File: config.mk
export PLATFORM = sky130hd
export DESIGN_NAME = movwide_encoder_flat
export DESIGN_NICKNAME = d
export VERILOG_FILES = /design/src/rtl/movwide_encoder_if.sv /design/src/rtl/movwide_encoder.sv /design/src/flat_wrapper.sv
export SDC_FILE = /design/constraint.sdc
export NUM_CORES = 1
export LEC_CHECK = 0
export CORE_MARGIN = 10
export CORE_UTILIZATION = 60
export CTS_CLUSTER_SIZE = 10
export DETAILED_ROUTE_END_ITERATION = 8
export DONT_BUFFER_PORTS = 1
export PLACE_DENSITY = 0.88
export SETUP_SLACK_MARGIN = 0.1
export SLEW_MARGIN = 20
export SYNTH_ARGS = -nofsm -noshare
export SYNTH_HDL_FRONTEND = slang
export SYNTH_SLANG_ARGS = --single-unit
File: constraint.sdc
create_clock -name CLK -period 2.4 [get_ports CLK]
set_input_delay 0.36 -clock CLK [delete_from_list [all_inputs] [get_ports CLK]]
set_output_delay 0.36 -clock CLK [all_outputs]
set_load 0.03 [all_outputs]
File: src/rtl/movwide_encoder_if.sv
// Request/instruction stream bundle for movwide_encoder: 64-bit constant + Xd in,
// one 32-bit MOVZ/MOVK word per valid/ready beat out.
interface movwide_encoder_if;
    logic        in_valid;
    logic        in_ready;
    logic [63:0] in_value;
    logic [4:0]  in_rd;
    logic        out_valid;
    logic        out_ready;
    logic [31:0] out_instr;
    logic        out_last;

    modport master (
        output in_valid, in_value, in_rd, out_ready,
        input  in_ready, out_valid, out_instr, out_last
    );

    modport slave (
        input  in_valid, in_value, in_rd, out_ready,
        output in_ready, out_valid, out_instr, out_last
    );
endinterface

File: src/rtl/movwide_encoder.sv
// Emits MOVZ + MOVKs rebuilding a 64-bit constant; first word registered one cycle after accept,
// one word per handshake; out_instr/out_last hold while stalled, no new request until out_last accepted.
module movwide_encoder #(
    parameter bit SKIP_ZERO = 1'b1
) (
    input  logic              CLK,
    input  logic              resetl,
    movwide_encoder_if.slave  bus
);
    typedef enum logic {IDLE, EMIT} state_t;

    state_t      state, state_nxt;
    logic [63:0] value_q, value_nxt;
    logic [4:0]  rd_q, rd_nxt;
    logic [3:0]  pend_q, pend_nxt;
    logic [31:0] instr_q, instr_nxt;
    logic        last_q, last_nxt;
    logic [3:0]  nz_mask;
    logic [3:0]  start_mask;
    logic [1:0]  first_hw;
    logic [1:0]  next_hw;

    function automatic logic [1:0] low_idx(input logic [3:0] m);
        logic [1:0] idx;
        if (m[0])      idx = 2'd0;
        else if (m[1]) idx = 2'd1;
        else if (m[2]) idx = 2'd2;
        else           idx = 2'd3;
        return idx;
    endfunction

    // Opcode bits [31:23]: 0x1A5 is MOVZ (0xD28...), 0x1E5 is MOVK (0xF28...).
    function automatic logic [31:0] enc(input logic movk, input logic [1:0] hw,
                                        input logic [63:0] v, input logic [4:0] rd);
        logic [15:0] imm;
        imm = v[{hw, 4'b0000} +: 16];
        return {(movk ? 9'h1E5 : 9'h1A5), hw, imm, rd};
    endfunction

    assign nz_mask[0] = |bus.in_value[15:0];
    assign nz_mask[1] = |bus.in_value[31:16];
    assign nz_mask[2] = |bus.in_value[47:32];
    assign nz_mask[3] = |bus.in_value[63:48];

    // A zero constant still needs one MOVZ, placed at hw0.
    assign start_mask = SKIP_ZERO ? ((nz_mask == 4'b0000) ? 4'b0001 : nz_mask) : 4'b1111;
    assign first_hw   = low_idx(start_mask);
    assign next_hw    = low_idx(pend_q);

    always_comb begin
        state_nxt = state;
        value_nxt = value_q;
        rd_nxt    = rd_q;
        pend_nxt  = pend_q;
        instr_nxt = instr_q;
        last_nxt  = last_q;
        case (state)
            IDLE: begin
                if (bus.in_valid) begin
                    state_nxt = EMIT;
                    value_nxt = bus.in_value;
                    rd_nxt    = bus.in_rd;
                    pend_nxt  = start_mask & ~(4'b0001 << first_hw);
                    instr_nxt = enc(1'b0, first_hw, bus.in_value, bus.in_rd);
                    last_nxt  = (pend_nxt == 4'b0000);
                end
            end
            EMIT: begin
                if (bus.out_ready) begin
                    if (last_q) begin
                        state_nxt = IDLE;
                        instr_nxt = 32'd0;
                        last_nxt  = 1'b0;
                    end else begin
                        pend_nxt  = pend_q & ~(4'b0001 << next_hw);
                        instr_nxt = enc(1'b1, next_hw, value_q, rd_q);
                        last_nxt  = (pend_nxt == 4'b0000);
                    end
                end
            end
            default: state_nxt = IDLE;
        endcase
    end

    always_ff @(posedge CLK or negedge resetl) begin
        if (!resetl) begin
            state   <= IDLE;
            value_q <= 64'd0;
            rd_q    <= 5'd0;
            pend_q  <= 4'd0;
            instr_q <= 32'd0;
            last_q  <= 1'b0;
        end else begin
            state   <= state_nxt;
            value_q <= value_nxt;
            rd_q    <= rd_nxt;
            pend_q  <= pend_nxt;
            instr_q <= instr_nxt;
            last_q  <= last_nxt;
        end
    end

    assign bus.in_ready  = (state == IDLE);
    assign bus.out_valid = (state == EMIT);
    assign bus.out_instr = instr_q;
    assign bus.out_last  = last_q;
endmodule

File: src/flat_wrapper.sv
// flat-port wrapper written by rule: the top's interface ports become plain ports
module movwide_encoder_flat 
#(
    parameter bit SKIP_ZERO = 1'b1
)
  (CLK, resetl, bus_in_valid, bus_in_value, bus_in_rd, bus_out_ready, bus_in_ready, bus_out_valid, bus_out_instr, bus_out_last);
  movwide_encoder_if bus_i ();
  input  logic CLK;
  input  logic resetl;
  input wire logic [$bits(bus_i.in_valid)-1:0] bus_in_valid;
  input wire logic [$bits(bus_i.in_value)-1:0] bus_in_value;
  input wire logic [$bits(bus_i.in_rd)-1:0] bus_in_rd;
  input wire logic [$bits(bus_i.out_ready)-1:0] bus_out_ready;
  output wire logic [$bits(bus_i.in_ready)-1:0] bus_in_ready;
  output wire logic [$bits(bus_i.out_valid)-1:0] bus_out_valid;
  output wire logic [$bits(bus_i.out_instr)-1:0] bus_out_instr;
  output wire logic [$bits(bus_i.out_last)-1:0] bus_out_last;
  assign bus_i.in_valid = bus_in_valid;
  assign bus_i.in_value = bus_in_value;
  assign bus_i.in_rd = bus_in_rd;
  assign bus_i.out_ready = bus_out_ready;
  assign bus_in_ready = bus_i.in_ready;
  assign bus_out_valid = bus_i.out_valid;
  assign bus_out_instr = bus_i.out_instr;
  assign bus_out_last = bus_i.out_last;
  movwide_encoder #(.SKIP_ZERO(SKIP_ZERO)) u_core (.CLK(CLK), .resetl(resetl), .bus(bus_i));
endmodule
==> summary.md <==
| Metric | Value |
|---|---|
| Largest net degree at the start of global routing | `101` |
| Share of the synthesized area in the top cell type | `50.89%` |
| Crit start category | `register` |
| Layout cell share with drive strength beyond 1 | `8.562%` |
| Status | `finished, violations left` |
| Vias in the first global route | `4199` |
| Prevailing post-synth register cell | `dfrtp_1` |
| Lkg Pwr | `0.002493 uW` |
| Unrepaired setup endpoints after global routing | `no` |
| Req. time, crit path | `2660 ps` |
| Total iterations of the first detailed-routing run | `5` |
| Crit-path max FO | `17` |
| CP endpoint kind | `register` |
| Drc violations | `0` |
| Cells after Synth | `598` |
| Total track usage | `23.15%` |
| Post-Syn Area | `4917 sq um` |
| Die width | `110.5 um` |
| CTS tree | `done` |
| Dominant cells by area after synthesis | `dfrtp_1 51%, nand2_1 19%, a21oi_1 3.9%, nor2_1 2.8%, a22o_1 2.7%` |
| Rel. slew slack | `40.79%` |
| Clk_lat worst skew | `380 ps` |
| Worst hold path class | `input port to asynchronous set/reset pin` |
| Overall routed net length | `14550 um` |
| Die Area | `12220 sq um` |
| Slew Viols, Final | `0` |
| Cts repair resizes | `0` |
| Clk slew on worst S/H paths | `100 ps` |
| DRT iter0 DRCs | `438` |
| Port bufs | `0` |
| Starting Density | `62.66%` |
| N_diodes | `0` |
| Synth Register Bits | `100` |
| TNS Setup | `0 ps` |
| Hold slack | `-334.4 ps` |
| Via count | `4377` |
| Library cells used by synthesis | `38` |
| Placement Cell Area | `4964 sq um` |
| First-pass GRT wire length | `23210 um` |
| Max Clk Rate | `521.7 MHz` |
| Syn_area_per_cell | `8.223 sq um` |
| # IOs | `108` |
| Routed length per instance | `21.21 um` |
| Max Root-Sink Buffers | `2` |
| YS warnings | `0` |
| Worst-Margin Slew | `888.2 ps` |
| Post-route ant nets | `0` |
| PwrDens | `1366 nW/um^2` |
| Post-CTS setup buffers | `0` |
| Worst ir drop on vdd | `0.6700 mV` |
| EDFF count, synth | `0` |
| Worst clock skew | `8.637 ps` |
| Worst Path Class, Setup | `register to register` |
| Asr flop ratio synth | `100.0%` |
| Die Y | `110.5 um` |
| Sequential area share after synthesis | `50.89%` |
| Fill cells | `627` |
| Antenna violations before repair | `0` |
| Final HPWL DP | `10030 um` |
| Gpl congestion | `0.9424` |
| Fin area | `5176 sq um` |
| Core Rows | `32` |
| CTS Buf Count | `9` |
| Post-layout min period | `1917 ps` |
| Core box area | `7848 sq um` |
| Htree depth | `3` |
| Final hold violations | `100` |
| Vias per cell | `6.380` |
| Final Cycle Share | `79.86%` |
| Root buf cell | `clkbuf_8` |
| Violated checks | `hold timing` |
| Cell taking the most area after synthesis | `dfrtp_1` |
| Max cap viols | `0` |
| Most numerous cell in the Yosys netlist | `nand2_1` |
| Top cells by count, synth | `254 x nand2_1, 100 x dfrtp_1, 38 x a21oi_1` |
| Nets | `654` |
| Data arrival time of the worst path | `2170 ps` |
| Setup violators final | `0` |
| Remaining Overflow, GRT | `0` |
| Clk sinks | `100` |
| P&R area growth vs syn | `5.267%` |
worst paths after layout:
path                                                 end  cells past startpoint  slack, ps         startpoint
worst min register to register         u_core.value_q[8]                      2        480  u_core.value_q[8]
min in group CLK                      u_core.value_q[35]                      2         80   bus_in_value[35]
max in group asynchronous             u_core.value_q[49]                      0       2600             resetl
worst max register to register  u_core.bus.out_instr[19]                      5        480   u_core.pend_q[1]
worst min-delay path            u_core.bus.out_instr[10]                      0       -330             resetl
worst max-delay path            u_core.bus.out_instr[19]                      5        480   u_core.pend_q[1]
registers in the layout, summed over array words and instances, names as in the netlist:
register and cells:
u_core.bus.out_valid 1, u_core.bus.out_instr 25, u_core.value_q 64, u_core.bus.out_last 1
u_core.rd_q 5, u_core.pend_q 4
metal layers:
layer	up-vias	track usage [%]	part of all wire, %
met4	0	13.99	4.9
met2	329	36.15	47
met3	67	8.320	13
li1	1957	-	-
met5	-	0	0
met1	2024	26.64	35
layout make-up:
cell class / instances / area (sq um) / share of cell area (%)
Multi-Input combinational cell: 453 / 2201 / 42.52
Sequential cell: 100 / 2502 / 48.34
Clock inverter: 4 / 75.07 / 1.450
Clock buffer: 10 / 137.6 / 2.659
Inverter: 2 / 7.507 / 0.1450
Tap cell: 102 / 127.6 / 2.466
Timing Repair Buffer: 15 / 125.1 / 2.417
per-stage QoR:
step	setup slack (ps)	power (uW)	utilization, %	hold WS (ps)	instances
floorplan	456.8	5203	-	64.41	600
global placement	481.2	5703	63.25	68.70	672
detailed placement	419.5	5853	63.25	68.91	672
CTS	517.2	7031	65.96	-334.4	686
global route	310.9	7523	65.96	-340.0	686
finish	483.2	7069	65.96	-334.4	686
power by group:
part	switching (uW)	internal, uW
Clock	585	604
Combinational	1530	927
Sequential	953	2470
worst max-delay path, stage by stage (launching register included):
cell and delay [ps]:
dfrtp_1 470, nand2b_1 590, o22ai_1 340, o21ai_0 110
a21oi_1 190, o211ai_2 90
logic make-up after synthesis:
logic type	Yosys count	share of synthesized area, %
adder cells (fa/ha/maj)	1	0.2036
flip-flops	100	50.89
buffers and inverters	47	4.733
AND/OR/NAND/NOR	332	27.99
AO/OA/AOI/OAI	117	16.11
other	1	0.07626
cells in the final DEF (no fill, tap or decap), types with 2 or more instances in the layout:
cell        instances
nand2_1           254
dfrtp_1           100
a21oi_1            37
nor2_1             37
o21ai_0            21
o22ai_1            16
a22o_1             15
buf_4              14
nor4_1             12
nand3_1            11
o211ai_2           10
clkbuf_8           10
o211ai_1            8
nor4_2              3
nand4_1             3
or3_1               3
conb_1              3
inv_1               2
o31ai_1             2
bufinv_16           2
clkinvlp_4          2
No activity file was read; power rests on OpenSTA's default activity.
